==> src/rtl/addsub_serial_ctrl.sv <==
// Byte-serial add/subtract sequencer driving an external 8-bit adder, LSB first.
// Optional macro SAT_RESULT_EN saturates the result on signed overflow.
module addsub_serial_ctrl #(
  parameter int unsigned NBYTES = 4
) (
  input  logic                  clk,
  input  logic                  reset_n,
  input  logic                  req_valid,
  output logic                  req_ready,
  input  logic [8*NBYTES-1:0]   req_a,
  input  logic [8*NBYTES-1:0]   req_b,
  input  logic                  req_sub,
  output logic                  rsp_valid,
  input  logic                  rsp_ready,
  output logic [8*NBYTES-1:0]   rsp_sum,
  output logic                  rsp_c_out,
  output logic                  rsp_over_flow,
  output logic [7:0]            fa_a,
  output logic [7:0]            fa_b,
  output logic                  fa_c_in,
  output logic                  fa_sel,
  input  logic [7:0]            fa_sum,
  input  logic                  fa_c_out,
  input  logic                  fa_over_flow
);

  localparam int unsigned W    = 8 * NBYTES;
  localparam int unsigned IdxW = (NBYTES > 1) ? $clog2(NBYTES) : 1;
  localparam logic [IdxW-1:0] LastIdx = IdxW'(NBYTES - 1);

  typedef enum logic [1:0] {StIdle, StRun, StDone} state_e;

  state_e          state_q, state_d;
  logic [W-1:0]    a_q, a_d, b_q, b_d, result_q, result_d, merged;
  logic            sub_q, sub_d, carry_q, carry_d;
  logic            c_out_q, c_out_d, ovf_q, ovf_d;
  logic [IdxW-1:0] idx_q, idx_d;
  logic            accept, last_byte;

  assign accept    = (state_q == StIdle) && req_valid;
  assign last_byte = (idx_q == LastIdx);

  // State register
  always_ff @(posedge clk or negedge reset_n) begin
    if (!reset_n) begin
      state_q <= StIdle;
    end else begin
      state_q <= state_d;
    end
  end

  // Next-state logic
  always_comb begin
    state_d = state_q;
    unique case (state_q)
      StIdle:  if (req_valid) state_d = StRun;
      StRun:   if (last_byte) state_d = StDone;
      StDone:  if (rsp_ready) state_d = StIdle;
      default: state_d = StIdle;
    endcase
  end

  // Datapath next-state
  always_comb begin
    a_d      = a_q;
    b_d      = b_q;
    sub_d    = sub_q;
    carry_d  = carry_q;
    idx_d    = idx_q;
    result_d = result_q;
    c_out_d  = c_out_q;
    ovf_d    = ovf_q;
    merged   = result_q;
    merged[8*idx_q +: 8] = fa_sum;
    if (accept) begin
      a_d     = req_a;
      b_d     = req_b;
      sub_d   = req_sub;
      carry_d = req_sub;
      idx_d   = '0;
    end else if (state_q == StRun) begin
      carry_d  = fa_c_out;
      idx_d    = idx_q + 1'b1;
      result_d = merged;
      if (last_byte) begin
        c_out_d = fa_c_out;
        ovf_d   = fa_over_flow;
`ifdef SAT_RESULT_EN
        // Clamp toward the sign of A; flags still report the raw outcome
        if (fa_over_flow) begin
          result_d = a_q[W-1] ? {1'b1, {(W-1){1'b0}}} : {1'b0, {(W-1){1'b1}}};
        end
`endif
      end
    end
  end

  always_ff @(posedge clk or negedge reset_n) begin
    if (!reset_n) begin
      a_q      <= '0;
      b_q      <= '0;
      sub_q    <= 1'b0;
      carry_q  <= 1'b0;
      idx_q    <= '0;
      result_q <= '0;
      c_out_q  <= 1'b0;
      ovf_q    <= 1'b0;
    end else begin
      a_q      <= a_d;
      b_q      <= b_d;
      sub_q    <= sub_d;
      carry_q  <= carry_d;
      idx_q    <= idx_d;
      result_q <= result_d;
      c_out_q  <= c_out_d;
      ovf_q    <= ovf_d;
    end
  end

  // Outputs: adder operands come only from registers so they hold for the whole cycle
  always_comb begin
    req_ready     = (state_q == StIdle);
    rsp_valid     = (state_q == StDone);
    rsp_sum       = result_q;
    rsp_c_out     = c_out_q;
    rsp_over_flow = ovf_q;
    fa_a          = 8'h00;
    fa_b          = 8'h00;
    fa_c_in       = 1'b0;
    fa_sel        = 1'b0;
    if (state_q == StRun) begin
      fa_a    = a_q[8*idx_q +: 8];
      fa_b    = b_q[8*idx_q +: 8];
      fa_c_in = carry_q;
      fa_sel  = sub_q;
    end
  end

endmodule

==> config.mk <==
export PLATFORM = sky130hd
export DESIGN_NAME = addsub_serial_ctrl
export DESIGN_NICKNAME = d
export VERILOG_FILES = /design/src/rtl/addsub_serial_ctrl.sv
export SDC_FILE = /design/constraint.sdc
export NUM_CORES = 1
export LEC_CHECK = 0
export ABC_AREA = 1
export BUFFER_PORTS_ARGS = -buffer_cell sky130_fd_sc_hd__buf_2
export CORE_MARGIN = 5
export CORE_UTILIZATION = 43
export CTS_BUF_LIST = sky130_fd_sc_hd__clkbuf_8 sky130_fd_sc_hd__clkbuf_16
export CTS_CLUSTER_DIAMETER = 30
export DETAILED_ROUTE_END_ITERATION = 12
export PLACE_DENSITY = 0.68
export SLEW_MARGIN = 0
export SYNTH_ARGS = -nofsm -noshare
export SYNTH_HDL_FRONTEND = slang
export SYNTH_SLANG_ARGS = --single-unit
==> constraint.sdc <==
create_clock -name clk -period 4.3 [get_ports clk]
set_clock_uncertainty 0.1 [all_clocks]
set_input_delay 0.86 -clock clk [delete_from_list [all_inputs] [get_ports clk]]
set_output_delay 0.86 -clock clk [all_outputs]
set_load 0.1 [all_outputs]
==> results of run 1 <==
[worst max-delay path, delay by kind of cell, from the launching register on]
family / cells / cell delay [ns]
buffers and inverters: 3 / 1.05
DFF: 1 / 0.32
and+or+nand+nor: 1 / 0.30
AOI/OAI and AO/OA: 1 / 0.13
[per-layer routing]
layer	track usage, %	wire length (um)	vias to the layer above
met5	0	0	-
met2	30.43	5865	164
met4	4.099	111	0
met3	3.316	959	9
met1	28.21	5890	2005
li1	-	-	2117
[logic make-up after synthesis]
group,synth area share [%]
AO/OA/AOI/OAI,9.789
adder cells (fa/ha/maj),1.285
buffers and inverters,10.89
AND/OR/NAND/NOR,24.59
flip-flops,53.44
[cell type report]
type | count | share of cell area (%)
Clock inverter | 6 | 1.007
Multi-Input combinational cell | 393 | 28.51
Sequential cell | 104 | 42.73
Timing Repair Buffer | 139 | 15.69
Tap cell | 140 | 2.876
Clock buffer | 10 | 3.924
Inverter | 85 | 5.259
[sequential cells by signal (all words and copies together) (netlist names)]
signal,count
a_q,32
sub_q,1
carry_q,1
rsp_c_out,1
idx_q,2
state_q,2
rsp_sum,32
b_q,32
rsp_over_flow,1
[per-stage QoR]
stage | worst slack, ns | hold slack, ns | std cells | util (%) | instance area [sq um]
after detailed placement | 1.520 | 0.3609 | 861 | 52.72 | 5791
after floorplan | 0.8992 | 0.3652 | 611 | - | 4870
after global placement | 1.546 | 0.3569 | 861 | 52.72 | 5791
after global routing | 1.049 | 0.3939 | 877 | 55.46 | 6091
after CTS | 1.146 | 0.3786 | 877 | 55.46 | 6091
final | 1.191 | 0.3757 | 877 | 55.46 | 6091
[placed cells by master (no fill, tap or decap), drive strengths merged]
| cell type | Yosys | final |
|---|---|---|
| a21oi | 16 | 16 |
| buf | 23 | 139 |
| bufinv | 0 | 1 |
| clkbuf | 6 | 10 |
| clkinv | 1 | 3 |
| clkinvlp | 0 | 2 |
| dfrtp | 104 | 104 |
| ha | 5 | 5 |
| inv | 84 | 85 |
| nand2 | 232 | 232 |
| nand3 | 45 | 45 |
| nor2 | 17 | 17 |
| o21ai | 77 | 77 |
| o31ai | 1 | 1 |
[final timing paths]
kind	from	to	cells past startpoint
setup / recovery	idx_q[1]	fa_b[1]	5
hold / removal	rsp_sum[8]	rsp_sum[8]	2
setup reg to reg	idx_q[1]	rsp_sum[3]	6
hold reg to reg	rsp_sum[8]	rsp_sum[8]	2
max in group asynchronous	reset_n	rsp_sum[4]	2
min in group asynchronous	reset_n	b_q[26]	1
==> flow_summary.toml, run 1 <==
[drt]
post_drt_via_cell_ratio = 4.897
vias = 4295
remaining_drc_errors = 0
avgRoutedWirePerCell_um = 14.63
drt-total-wl_um = 12830
firstDrtPassIters = 5
drt-initial-drc-count = 416
ant_nets = 0

[synth]
ys_types = 22
ys_top_cells_by_area = "dfrtp_1 (53%), nand2_1 (18%), o21ai_0 (7.2%)"
synth-seq-cells = 104
synth_edf_count = 0
syn_area_sq_um = 4870
synthArstFlopShare_pct = 100.0
synth.top_cell.area_share_pct = 53.44
ys_warn_count = 0
synth_ff_type = "dfrtp_1"
synthesis.instances = 611
synth_commonest_cells = "nand2_1 (230), dfrtp_1 (104), inv_1 (81), o21ai_0 (70), nand3_1 (44)"
yosys.area.top_type = "dfrtp_1"
synthesis.nets = 695
syn_avg_cell_area_sq_um = 7.970
ys_seq_area_share_pct = 53.44
yosysMostFrequentCell = "nand2_1"

[sta]
setup_violations = 0
rsz0062_at_grt = "false"
fin_crit_ns = 3.109
fin_crit_sh_pct = 72.31
hold_violations = 0
worst_pin_slew_ns = 1.047
fmax_mhz = 321.6
relSlewSlack_pct = 30.21
finalSetupTns_ns = 0
maxSlewViolCount = 0

[clock_network]
cts_setup_buffers = 0
cts_resized = 0
clockBufferDepth = 2
cts-root-buf = "clkbuf_16"
clk_latency_ns = 0.33
numClockSinks = 104
tritoncts = "yes"
hold_buffers = 0
cts_buffers = 9
clk_pin_slew_ns = 0.07
htreeDepth = 3

[grt]
grt_max_degree = 94
track_usage_pct = 19.33
gr-total-overflow = 0
antenna_found_initial = 0
grt_pass1_vias = 4174
grt_pass1_wl_um = 20860

[cells_and_area]
seq_area_sq_um = 2603
multi_input_area_sq_um = 1737
final_net_count = 816
antenna_cells = 0
syn_to_final_growth_pct = 25.08
fillers = 1020
drive_gt1_share_pct = 22.39

[die]
start_util_pct = 44.34
fp.coreArea_sq_um = 10980
rows = 38
fp.dieW_um = 116.4
dieArea_sq_um = 13550
io_pins = 133
die_h_um = 116.4

[placed_design]
post-dp-hpwl_um = 9143
numPortBuffers = 132
place_congestion = 0.8995

[setup_path]
crit_path_top_delay_cell = "clkinv_1"
rrSetupSlack_ns = 1.62
cp-end-kind = "output pin"
start_kind = "flop"
cp_max_fo = 20
arrival_ns = 2.15
cpPeakStageDelay_ns = 0.59
cp_data_required_time_ns = 3.34
path_cells = "buf_4 -> clkinv_1 -> nand3_1 -> a21oi_1 -> buf_12"
crit_type = "reg -> out"

[hold_path]
hold_class = "reg -> reg"

[run_status]
outcome = "finished, final reports clean"

[job]
maxCapViolCount = 0
Power of run 1 is left out: the tool's default activity adds up to more than one toggle a clock period on the data nets, which glitch-free logic cannot reach.
==> run 2, diff against run 1 <==
- PLACE_DENSITY: 0.68 -> 0.7
- clock period: 4.3 -> 2.75 ns (I/O delays scaled with it)
==> run 2 against run 1 <==
Effect of this change: global-route usage down 0.087 points; die area unchanged; critical path depth up 1; worst hold slack worse by 0.28 ns; register-to-register slack worse by 0.80 ns; sequential share of layout area down 0.80 points; non-clock buffer count up 1; utilization up 1.1 points.
==> flow_summary.toml, run 2 (synthesized netlist as in run 1, its figures left out) <==
[job]
maxCapViolCount = 0

[cells_and_area]
final_net_count = 817
design_area_sq_um = 6207
drive_gt1_share_pct = 24.39
layout_common_cells = "nand2_1 (230), buf_2 (115), dfrtp_1 (104)"
antenna_cells = 0
final_common_cell = "nand2_1"
syn_to_final_growth_pct = 27.47
multi_input_area_sq_um = 1793
fillers = 1009
seq_area_sq_um = 2603

[clock_network]
cts_buffers = 9
clk_latency_ns = 0.35
clk_pin_slew_ns = 0.07
htreeDepth = 3
cts_resized = 0
cts_setup_buffers = 0
hold_buffers = 0
cts-root-buf = "clkbuf_16"
numClockSinks = 104
tritoncts = "yes"
clockBufferDepth = 2

[setup_path]
cp_data_required_time_ns = 2.10
cp-end-kind = "output pin"
crit_type = "reg -> out"
cp_max_fo = 17
crit_buf_inv = 4
critPathMostFrequentCell = "inv_2"
cpPeakStageDelay_ns = 0.46
crit_family = "buffers and inverters"
crit_path_top_delay_cell = "dfrtp_1"
arrival_ns = 1.90
path_cells = "inv_2 -> nor2_4 -> inv_2 -> buf_4 -> a21oi_2 -> buf_12"
start_kind = "flop"

[sta]
fin_crit_ns = 2.546
layout_setup_ws_ns = 0.2040
relSlewSlack_pct = 61.19
fin_crit_sh_pct = 92.58
worst_pin_slew_ns = 0.5821
hold_violations = 0
rsz0062_at_grt = "false"
maxSlewViolCount = 0
fmax_mhz = 392.8
setup_violations = 0

[drt]
drt-total-wl_um = 12390
firstDrtPassIters = 5
remaining_drc_errors = 0
avgRoutedWirePerCell_um = 14.11
ant_nets = 0
drt-initial-drc-count = 337
post_drt_via_cell_ratio = 4.834
vias = 4244

[grt]
grt_pass1_wl_um = 20310
gr-total-overflow = 0
grt_max_degree = 63
track_usage_pct = 19.24
grt_pass1_vias = 4147
antenna_found_initial = 0

[placed_design]
place_congestion = 0.8205
post_dp_cell_area_sq_um = 5892
dpl_worst_slack_ns = 0.5712
numPortBuffers = 132
post-dp-hpwl_um = 9025

[run_status]
outcome = "finished, final reports clean"

[die]
dieArea_sq_um = 13550
rows = 38
die_h_um = 116.4
fp.dieW_um = 116.4
start_util_pct = 44.34
fp.coreArea_sq_um = 10980
io_pins = 133

[hold_path]
hold_class = "in -> async"
==> run 2: path summary, 6_finish.rpt <==
path,slack [ns],endpoint,cells after the start,start
setup / recovery,0.20,fa_b[2],6,state_q[0]
min in group clk,0.31,b_q[8],3,req_b[8]
hold / removal,0.1,b_q[26],1,reset_n
hold reg to reg,0.38,rsp_over_flow,2,rsp_over_flow
max in group asynchronous,1.72,a_q[26],2,reset_n
setup reg to reg,0.82,rsp_sum[2],5,idx_q[0]
==> run 2: layout make-up <==
cell class,instances,share of cell area (%)
multi-input combinational,393,28.89
timing repair buffer,140,16.13
clock buffer,10,3.850
sequential,104,41.93
clock inverter,6,1.230
tap,140,2.822
inverter,85,5.160
==> run 2: worst reg2reg max path: stages, from the launching register on <==
cell and delay, ns:
dfrtp_1 0.37, inv_1 0.30, ha_1 0.34, nor2_1 0.39, nand3_1 0.14, o21ai_0 0.19
==> run 2: per-stage QoR <==
step	std cells	utilization [%]	TNS (ns)	hold WS, ns
after floorplan	611	-	-0.1879	0.1544
after global placement	862	53.65	0	0.3571
after detailed placement	862	53.65	0	0.3574
after CTS	878	56.52	0	0.1097
after global routing	878	56.52	0	0.1368
final	878	56.52	0	0.09603
==> run 2: metal layers <==
| metal | part of all wire, % | wire, um | GRT usage [%] |
|---|---|---|---|
| met4 | 0.94 | 116 | 5.182 |
| met5 | 0 | 0 | 0 |
| met1 | 45 | 5607 | 26.93 |
| met2 | 46 | 5756 | 29.98 |
| met3 | 7.3 | 910 | 4.870 |
Power of run 2 is left out for the same reason.
==> run 3, diff against run 2 <==
- CORE_ASPECT_RATIO: unset -> 1.4
==> run 3 against run 2 <==
Effect of this change: routed wire length is 1.4% lower; die area is 0.22% higher; maximum frequency is 0.39% lower; final area stayed put; largest cell class unchanged; utilization is 1.2 points lower; highest routed layer unchanged; clock-buffer cell count is 1 higher; first-iteration DRC count is 31% lower; register-to-register slack worse by 0.02 ns; sequential share of layout area stayed put; non-clock buffer count is 1 higher; sequential cell count stayed put.
==> flow_summary.toml, run 3 (synthesized netlist as in run 1, its figures left out) <==
[run_status]
outcome = "finished, final reports clean"

[clock_network]
cts-root-buf = "clkbuf_16"
numClockSinks = 104
clk_pin_slew_ns = 0.07
clk_latency_ns = 0.34
cts_buffers = 9
tritoncts = "yes"
cts_resized = 0
htreeDepth = 3
clockBufferDepth = 2
hold_buffers = 0
cts_setup_buffers = 0

[grt]
track_usage_pct = 18.72
antenna_found_initial = 1
gr-total-overflow = 0
grt_pass1_vias = 4313
grt_pass1_wl_um = 20090
grt_max_degree = 58

[setup_path]
path_cells = "inv_2 -> nor2_4 -> inv_2 -> buf_4 -> a21oi_2 -> buf_12"
crit_path_top_delay_cell = "dfrtp_1"
arrival_ns = 1.91
critPathMostFrequentCell = "inv_2"
cp_max_fo = 16
r2r_end = "rsp_sum[2]"
cpPeakStageDelay_ns = 0.47
start_kind = "flop"
cp-end-kind = "output pin"
ff2ff_path_depth = 5
cp_data_required_time_ns = 2.10
reg2reg_from = "idx_q[0]"
crit_type = "reg -> out"
rrSetupSlack_ns = 0.80

[cells_and_area]
syn_to_final_growth_pct = 27.47
layout_common_cells = "nand2_1 (230), buf_2 (115), dfrtp_1 (104)"
final_net_count = 818
final_common_cell = "nand2_1"
fin_cells = 884
drive_gt1_share_pct = 24.63
final_core_util_pct = 55.31

[placed_design]
place_congestion = 0.8972
post-dp-hpwl_um = 9062
numPortBuffers = 132
dp_cells = 867

[sta]
hold_violations = 0
setup_violations = 0
fin_crit_ns = 2.556
worst_pin_slew_ns = 0.6843
fmax_mhz = 391.2
rsz0062_at_grt = "false"
fin_crit_sh_pct = 92.94
maxSlewViolCount = 0
relSlewSlack_pct = 54.38

[drt]
vias = 4213
post_drt_via_cell_ratio = 4.766
avgRoutedWirePerCell_um = 13.82
firstDrtPassIters = 4
ant_nets = 0
remaining_drc_errors = 0
drt-initial-drc-count = 234
drt-total-wl_um = 12220

[die]
die_h_um = 135.9
fp.dieW_um = 99.94
fp.coreArea_sq_um = 11220
dieArea_sq_um = 13580
rows = 46
io_pins = 133
start_util_pct = 43.39

[job]
maxCapViolCount = 0

[hold_path]
hold_class = "in -> async"
## run 3: worst max path at each step
stage	startpoint	end	slack, ns	cells after the start
global route	state_q[0]	fa_b[1]	0.07	6
detailed placement	state_q[0]	fa_b[1]	0.56	6
floorplan	state_q[0]	fa_c_in	-0.09	6
CTS	state_q[0]	fa_b[1]	0.17	6
global placement	state_q[0]	fa_b[5]	0.63	6
finish	state_q[0]	fa_b[1]	0.19	6
## run 3: metal layers
layer / GRT usage, % / vias to the layer above / wire length (um)
li1: - / 2118 / -
met5: 0 / - / 0
met4: 8.960 / 0 / 347
met2: 32.37 / 116 / 6248
met1: 22.38 / 1957 / 4988
met3: 3.285 / 22 / 636
## run 3: metrics by stage
stage	setup slack [ns]	cell area, sq um	hold WS (ns)	setup TNS [ns]
CTS	0.1737	6205	0.1656	0
finish	0.1940	6207	0.1317	0
floorplan	-0.09395	4926	0.1544	-0.1879
global placement	0.6299	5904	0.3561	0
global route	0.07376	6207	0.1943	0
detailed placement	0.5589	5904	0.3603	0
## run 3: final cells by class
class	count	area (sq um)
diodes	1	2.502
flip-flops and latches	104	2603
clock inverters	5	47.55
fillers	1051	5016
inverters	85	320.3
repair buffers	141	1008
multi-input cells	393	1793
well taps	144	180.2
clock buffers	11	252.7
## run 3: critical path: cells and delay by family, from the launching register on
kind | cells | cell delay (ns)
AOI/OAI and AO/OA | 1 | 0.18
DFF | 1 | 0.47
buffers and inverters | 4 | 0.72
and+or+nand+nor | 1 | 0.17
Power of run 3 is left out for the same reason.
